## config.mk

```make
export PLATFORM = sky130hd
export DESIGN_NAME = seq_detect_param
export DESIGN_NICKNAME = d
export VERILOG_FILES = /design/src/rtl/seq_detect_param.sv
export SDC_FILE = /design/constraint.sdc
export NUM_CORES = 1
export LEC_CHECK = 0
export ABC_CLOCK_PERIOD_IN_PS = 1900
export BUFFER_PORTS_ARGS = -buffer_cell sky130_fd_sc_hd__buf_2
export CAP_MARGIN = 20
export CORE_MARGIN = 1
export CORE_UTILIZATION = 51
export DETAILED_ROUTE_END_ITERATION = 7
export PLACE_DENSITY_LB_ADDON = 0.05
export SYNTH_ARGS = -nofsm -noshare
export SYNTH_HDL_FRONTEND = slang
export SYNTH_SLANG_ARGS = --single-unit
```

## constraint.sdc

```tcl
create_clock -name clk -period 1.9 [get_ports clk]
set_input_delay 0.38 -clock clk [delete_from_list [all_inputs] [get_ports clk]]
set_output_delay 0.38 -clock clk [all_outputs]
set_load 0.02 [all_outputs]
```

## src/rtl/seq_detect_param.sv

```systemverilog
// Parameterised serial pattern detector. It raises a Mealy match flag and a
// registered copy, and keeps a saturating match counter.
module seq_detect_param #(
  parameter int             N       = 4,
  parameter logic [N-1:0]   PATTERN = 4'b1010,
  parameter bit             OVERLAP = 1'b1,
  parameter int             CNT_W   = 8
) (
  input  logic             clk,
  input  logic             reset,
  input  logic             en,
  input  logic             x,
  input  logic             pat_load,
  input  logic [N-1:0]     pat_in,
  input  logic             cnt_clr,
  output logic             y,
  output logic             y_q,
  output logic [CNT_W-1:0] match_cnt,
  output logic [4:0]       fill
);

  localparam logic [4:0]       FILL_MAX = 5'(N - 1);
  localparam logic [CNT_W-1:0] CNT_MAX  = '1;

  logic [N-1:0]     r_pat;
  logic [N-2:0]     r_hist;
  logic [4:0]       r_fill;
  logic             r_yq;
  logic [CNT_W-1:0] r_cnt;

  logic             w_accept;
  logic             w_match;
  logic [N-1:0]     w_window;

  // A bit counts only when it is qualified and neither reset nor a pattern
  // load owns this edge.
  assign w_accept = en & ~reset & ~pat_load;
  assign w_window = {r_hist, x};
  assign w_match  = w_accept && (r_fill == FILL_MAX) && (w_window == r_pat);

  always_ff @(posedge clk) begin
    if (reset) begin
      r_pat  <= PATTERN;
      r_hist <= '0;
      r_fill <= '0;
    end else if (pat_load) begin
      r_pat  <= pat_in;
      r_hist <= '0;
      r_fill <= '0;
    end else if (w_accept) begin
      if (w_match && (OVERLAP == 1'b0)) begin
        r_hist <= '0;
        r_fill <= '0;
      end else begin
        r_hist <= w_window[N-2:0];
        if (r_fill != FILL_MAX) begin
          r_fill <= r_fill + 5'd1;
        end
      end
    end
  end

  // A clear wins over a coincident match; the match still shows on y/y_q.
  always_ff @(posedge clk) begin
    if (reset) begin
      r_yq  <= 1'b0;
      r_cnt <= '0;
    end else begin
      r_yq <= w_match;
      if (cnt_clr) begin
        r_cnt <= '0;
      end else if (w_match && (r_cnt != CNT_MAX)) begin
        r_cnt <= r_cnt + CNT_W'(1);
      end
    end
  end

  assign y         = w_match;
  assign y_q       = r_yq;
  assign match_cnt = r_cnt;
  assign fill      = r_fill;

endmodule

```

==> run metrics, run 1 <==
clk_skew=0.006763 ns; Worst EP arrival=1.46 ns; first-pass GRT wire length=3132 microns; Max-slew headroom=74.24%; Net Sw Frac=24.57%; Worst R2R Setup Slack=0.11 ns; final net count=159; setup TNS=0 ns; CTS tree=done; vias in the first global route=739; RR Endpoint=y_q; Critical R2R Launch=fill[0]; initial antenna violation count=0; P_sw=181.2 uW; start point of the worst hold path=pat_in[3]; flop and latch count out of synthesis=21; top cell family by delay on the critical path=simple AND/OR/NAND/NOR gates; Worst path slowest cell=dfxtp_2; Post-Syn Instances=111; # IOs=25; Critical path buffers and inverters=1; Rows=15; CP max stage delay=0.38 ns; Worst Path Class, Setup=flip-flop to output port; via count=913; average size of a mapped cell=8.973 sq um; initial core utilization=55.86%; ys async rst share=0%; Hold-fix buffers, CTS=0; CP Cell Sequence=ha_4, nor4b_4, nand3_2, nor3_2, buf_4; Final Max Tran Viols=0; core footprint=1783 sq um; Pint=556.2 uW; cts bufs inserted=3; DRT iter0 DRCs=14; Max-cap violations=0; insertion delay to the later sink of the worst-skew pair=0.30 ns; maximum operating frequency=543.6 MHz; Area Growth Syn to Fin=28.01%; Fin. Hold Viols=0; highest routed layer=met4; Final Setup Violations=0; share of cells above drive strength 1=34.25%; YS warnings=0; Detail Route Antenna Nets=0; Pre-antenna DRT Iters=4; routed length on met3=74 microns; Vert. Die Dim=46.19 microns; H-tree levels=1; gr usage total=20.76%; Final Util=71.51%; die area=2134 sq um; Flop pwr share=61.7%; drt drc=0; Total Wirelength=2086 microns; clk sinks=21; Distinct cells, synth=28; most common cell after layout, fill and taps aside=buf_2; Critical Path Sink Type=output port; outcome=complete, no violations; ANT cells=0; Hold Path Class=primary input to flip-flop; met2 wire length=1032 microns; placer congestion estimate=0.8149; PD cells=578.3 nW/um^2; unrepaired setup endpoints after global routing=no; CTS max path bufs=2; worst slew pin tran=0.3828 ns; Leak=0.0005467 uW; maximum fanout along the worst path=3; Setup crit start kind=flip-flop; Main synth FF type=dfxtp_1; Clock transition at path regs=0.12 ns; R2R depth=10; FF/Latch Area=422.9 sq um; min cycle time layout=1.840 ns; peak supply drop=494.9 uV; Filler Cells Inserted=148; commonest cells after routing, fill and taps aside=buf_2, nor2_1, dfxtp_1; final worst path period share=96.82%; multi-input logic area=573.1 sq um; DR vias/cell=5.339; total gr overflow=0; met1 WL=955 microns; Post-Synthesis Net Count=123; EDFF count, synth=0; Worst Path Required=1.52 ns; WHS Path Cells=2; synthesized area=996.0 sq um; Clock power frac=29.5%; die span in x=46.19 microns; Port Buf Inserts=24; routed len/inst=12.20 microns; Comb pwr share=8.9%; Detailed Place HPWL=1447 microns; Root Buffer=clkbuf_4; largest net degree at the start of global routing=13; post-synthesis sequential area ratio=42.21%; hold path endpoint=r_pat[3]
==> per-layer routing <==
| metal | up-vias | track usage (%) |
|---|---|---|
| met1 | 426 | 26.00 |
| li1 | 455 | - |
| met5 | - | 0 |
| met4 | 0 | 9.412 |
| met3 | 4 | 4.706 |
| met2 | 28 | 33.52 |
==> synthesized netlist by cell type (2+ instances only) <==
master	number	area, sq um
nand4_1	3	18.77
clkbuf_1	4	15.01
xnor2_1	5	43.79
nand2_1	4	15.01
xor2_1	4	35.03
a21oi_1	6	30.03
nand3_1	7	35.03
nor3_1	4	20.02
ha_1	2	25.02
and3_1	2	12.51
dfxtp_1	21	420.4
inv_1	4	15.01
nor2b_1	2	12.51
a21o_1	2	15.01
a211o_1	2	17.52
mux2i_1	7	70.07
or2_2	2	12.51
nor2_1	20	75.07
==> metrics by stage <==
| step | instances | instance area [sq um] | setup WS (ns) | power (uW) | hold slack [ns] |
|---|---|---|---|---|---|
| after floorplan | 111 | 1001 | 0.03928 | 505.2 | 0.4524 |
| after global placement | 158 | 1152 | 0.2183 | 523.3 | 0.5006 |
| after detailed placement | 158 | 1152 | 0.1458 | 526.1 | 0.5184 |
| after CTS | 170 | 1247 | 0.003846 | 748.7 | 0.2589 |
| after global routing | 171 | 1275 | 0.002651 | 768.2 | 0.2750 |
| final | 171 | 1275 | 0.06036 | 737.3 | 0.2716 |
==> worst max path at each step <==
stage	start	end	slack (ns)	depth (start not counted)
CTS	fill[0]	y	0.004	5
detailed placement	fill[1]	match_cnt[2]	0.15	7
floorplan	fill[0]	match_cnt[2]	0.04	6
finish	fill[0]	y	0.06	5
global placement	fill[1]	match_cnt[2]	0.22	7
global route	fill[0]	y	0.003	5
==> timing repair <==
| action | 4_1_cts | 5_1_grt |
|---|---|---|
| endpoints found under the setup margin | 1 | 5 |
| gates resized for setup | 4 | 3 |
| buffers inserted | 8 | 1 |
| pin swaps | 1 | 0 |
==> power by group through the flow <==
stage	Combinational, uW	Clock (uW)	Sequential, uW
floorplan	40.5	0	465
global placement	59.9	0	463
detailed placement	62.3	0	464
CTS	63.6	231	454
global route	72.3	240	456
finish	65.5	217	455
==> cell families after synthesis <==
group | Yosys count | share of synthesized area [%]
compound gates | 13 | 8.920
buf+inv | 8 | 3.014
flops | 21 | 42.21
fa+ha+maj | 2 | 2.512
xor+xnor | 9 | 7.914
mux | 7 | 7.035
simple gates | 51 | 28.39
==> final cells by class <==
type	instances	area share [%]
flip-flops and latches	21	33.17
clock buffers	3	1.766
repair buffers	35	16.09
clock inverters	1	0.3925
well taps	25	2.453
multi-input cells	82	44.95
inverters	4	1.178
==> flip-flops by register name, summed over array words and instances, names as in the netlist <==
signal,count
match_cnt,8
fill,5
r_pat,4
r_hist,3
y_q,1
==> worst reg2reg max path, cell delays in order (launching register included) <==
cell and delay (ns):
dfxtp_2 0.38, ha_4 0.14, nor4b_4 0.22, nand3_2 0.12
buf_4 0.15, buf_4 0.12, buf_4 0.12, buf_4 0.12
buf_4 0.12, buf_4 0.13, nor3_2 0.11
(Power assumes the default switching activity.)
==> run 2: changes to the inputs <==
--- a/config.mk
+++ b/config.mk
@@ -12,6 +12,8 @@
 export CORE_UTILIZATION = 51
 export DETAILED_ROUTE_END_ITERATION = 7
 export PLACE_DENSITY_LB_ADDON = 0.05
+export SETUP_SLACK_MARGIN = 0.4
+export SLEW_MARGIN = 10
 export SYNTH_ARGS = -nofsm -noshare
 export SYNTH_HDL_FRONTEND = slang
 export SYNTH_SLANG_ARGS = --single-unit
==> run 2 against run 1 <==
  * Combinational power rose by 3.5%
  * Critical path type unchanged
  * Sequential cell count is the same
  * Setup slack improved by 0.019 ns
  * Core utilization up 1.9 points
  * Count of clock-buffer cells in the layout up 1
  * Non-clock buffer count decreased by 4
  * Total power grew 0.11%
  * Highest routed layer unchanged
  * Critical endpoint unchanged
  * Critical path depth shrank 1
  * Wire length decreased by 4.5%
==> run metrics, run 2 (synthesis results as in run 1) <==
outcome=complete, no violations; Critical Path Sink=y; Max-slew headroom=73.71% (-0.54 points); Critical path buffers and inverters=1 (unchanged); placer congestion estimate=0.7097 (-13%); Worst EP arrival=1.44 ns (-0.02 ns); PD cells=564.0 nW/um^2 (-2.5%); Stages on worst setup path=4 (-1); Rows=15 (unchanged); routed len/inst=11.93 microns (-2.2%); Fin. Hold Viols=0 (unchanged); setup TNS=0 ns (unchanged); insertion delay to the later sink of the worst-skew pair=0.30 ns (about the same); worst slew pin tran=0.3916 ns (+0.008775 ns); Critical R2R Launch=fill[1]; # IOs=25 (unchanged); RR Endpoint=match_cnt[5]; CTS max path bufs=2 (unchanged); share of cells above drive strength 1=38.73% (+4.5 points); Max-cap violations=0 (unchanged); Setup crit start kind=flip-flop; most common cell after layout, fill and taps aside=buf_2; cell total after placement=156 (-1.3%); Detailed Place HPWL=1502 microns (+3.8%); min cycle time layout=1.820 ns (-0.01918 ns); total gr overflow=0 (unchanged); commonest cells after routing, fill and taps aside=buf_2, dfxtp_1, nor2_1; clk_skew=0.003158 ns (-0.003604 ns); Clock transition at path regs=0.12 ns (about the same); Worst Path Required=1.52 ns (about the same); clk sinks=21 (unchanged); Worst Path Class, Setup=flip-flop to output port; CP Cell Sequence=xnor2_1, nand3_2, nor3_2, buf_4; Final Util=73.40% (+1.9 points); Total Wirelength=1993 microns (-4.5%); maximum operating frequency=549.3 MHz (+1.1%); peak supply drop=560.0 uV (+13%); Vert. Die Dim=46.19 microns (unchanged); Worst R2R Setup Slack=0.26 ns (+0.15 ns); core footprint=1783 sq um (unchanged); die area=2134 sq um (unchanged); Area Growth Syn to Fin=31.41%; ANT cells=0 (unchanged); Worst path slowest cell=dfxtp_1; die span in x=46.19 microns (unchanged); via count=878 (-3.8%); maximum fanout along the worst path=3 (unchanged); H-tree levels=1 (unchanged); initial antenna violation count=0 (unchanged); Critical Path Sink Type=output port; final net count=155 (-2.5%); max FFs per register=8 (unchanged); unrepaired setup endpoints after global routing=yes; Hold-fix buffers, CTS=0 (unchanged); DR vias/cell=5.257 (-1.5%); Port Buf Inserts=24 (unchanged); hold slack=0.2783 ns (+0.006685 ns); initial core utilization=55.86% (unchanged); Critical Path Start=r_hist[0]; Final Max Tran Viols=0 (unchanged); Pre-antenna DRT Iters=1 (-3); first-pass GRT wire length=3305 microns (+5.5%); Hold Path Class=primary input to flip-flop; Leak=0.0005528 uW (+1.1%); fin cells=167 (-2.3%); cts bufs inserted=3 (unchanged); largest net degree at the start of global routing=12 (-1); gr usage total=22.40% (+1.6 points); Detail Route Antenna Nets=0 (unchanged); DRT iter0 DRCs=0 (-14); final worst path period share=95.81% (-1.0 points); drt drc=0 (unchanged); top cell family by delay on the critical path=flip-flops; CP max stage delay=0.36 ns (-0.02 ns); R2R depth=7 (-3); Final Setup Violations=0 (unchanged); Root Buffer=clkbuf_4; vias in the first global route=800 (+8.3%); CTS tree=done
==> run 2: cell types whose count changed in the layout (fill, tap and decap cells not counted), sizes merged <==
cell    delta
clkinv     -1
clkbuf     +1
buf        -4
==> run 2: where the power goes <==
| group | internal [uW] | switching [uW] |
|---|---|---|
| logic | 29.7 | 38.1 |
| registers | 446 | 6.30 |
| clock network | 81.8 | 136 |
==> run 2: per-layer routing <==
layer	GRT usage (%)	share of wire, %	wire length, microns	vias up
met2	37.46	49	981	18
met5	0	0	0	-
met1	27.10	47	927	410
li1	-	-	-	446
met4	10.59	1.8	36	0
met3	4.706	2.5	49	4
==> run 2: worst min-delay path by stage <==
| stage | from | endpoint | slack, ns | cells past startpoint |
|---|---|---|---|---|
| after floorplan | reset | r_pat[0] | 0.45 | 1 |
| after global placement | r_hist[2] | r_hist[2] | 0.50 | 2 |
| after detailed placement | r_hist[2] | r_hist[2] | 0.52 | 2 |
| after CTS | pat_in[3] | r_pat[3] | 0.27 | 2 |
| after global routing | pat_in[3] | r_pat[3] | 0.28 | 2 |
| final | pat_in[3] | r_pat[3] | 0.28 | 2 |
==> run 2: area by class of cell <==
class                           count  area (sq um)
Timing Repair Buffer               31         182.7
Inverter                            4         15.01
Fill cell                         142         474.2
Clock buffer                        4         26.28
Multi-Input combinational cell     82         625.6
Sequential cell                    21         427.9
Tap cell                           25         31.28
==> run 2: what timing repair did <==
item                                    in CTS  in global routing
endpoints found under the setup margin       9                  9
resized for setup                           10                  4
pin swaps                                    8                  7
setup buffers                                7                  0
==> run 2: per-stage QoR <==
step	power, uW	cell area [sq um]	setup slack (ns)
finish	738.1	1309	0.07955
global route	770.3	1309	0.01294
CTS	743.4	1291	0.06213
detailed placement	526.3	1167	0.1042
global placement	522.5	1167	0.1556
floorplan	506.4	1033	0.3064
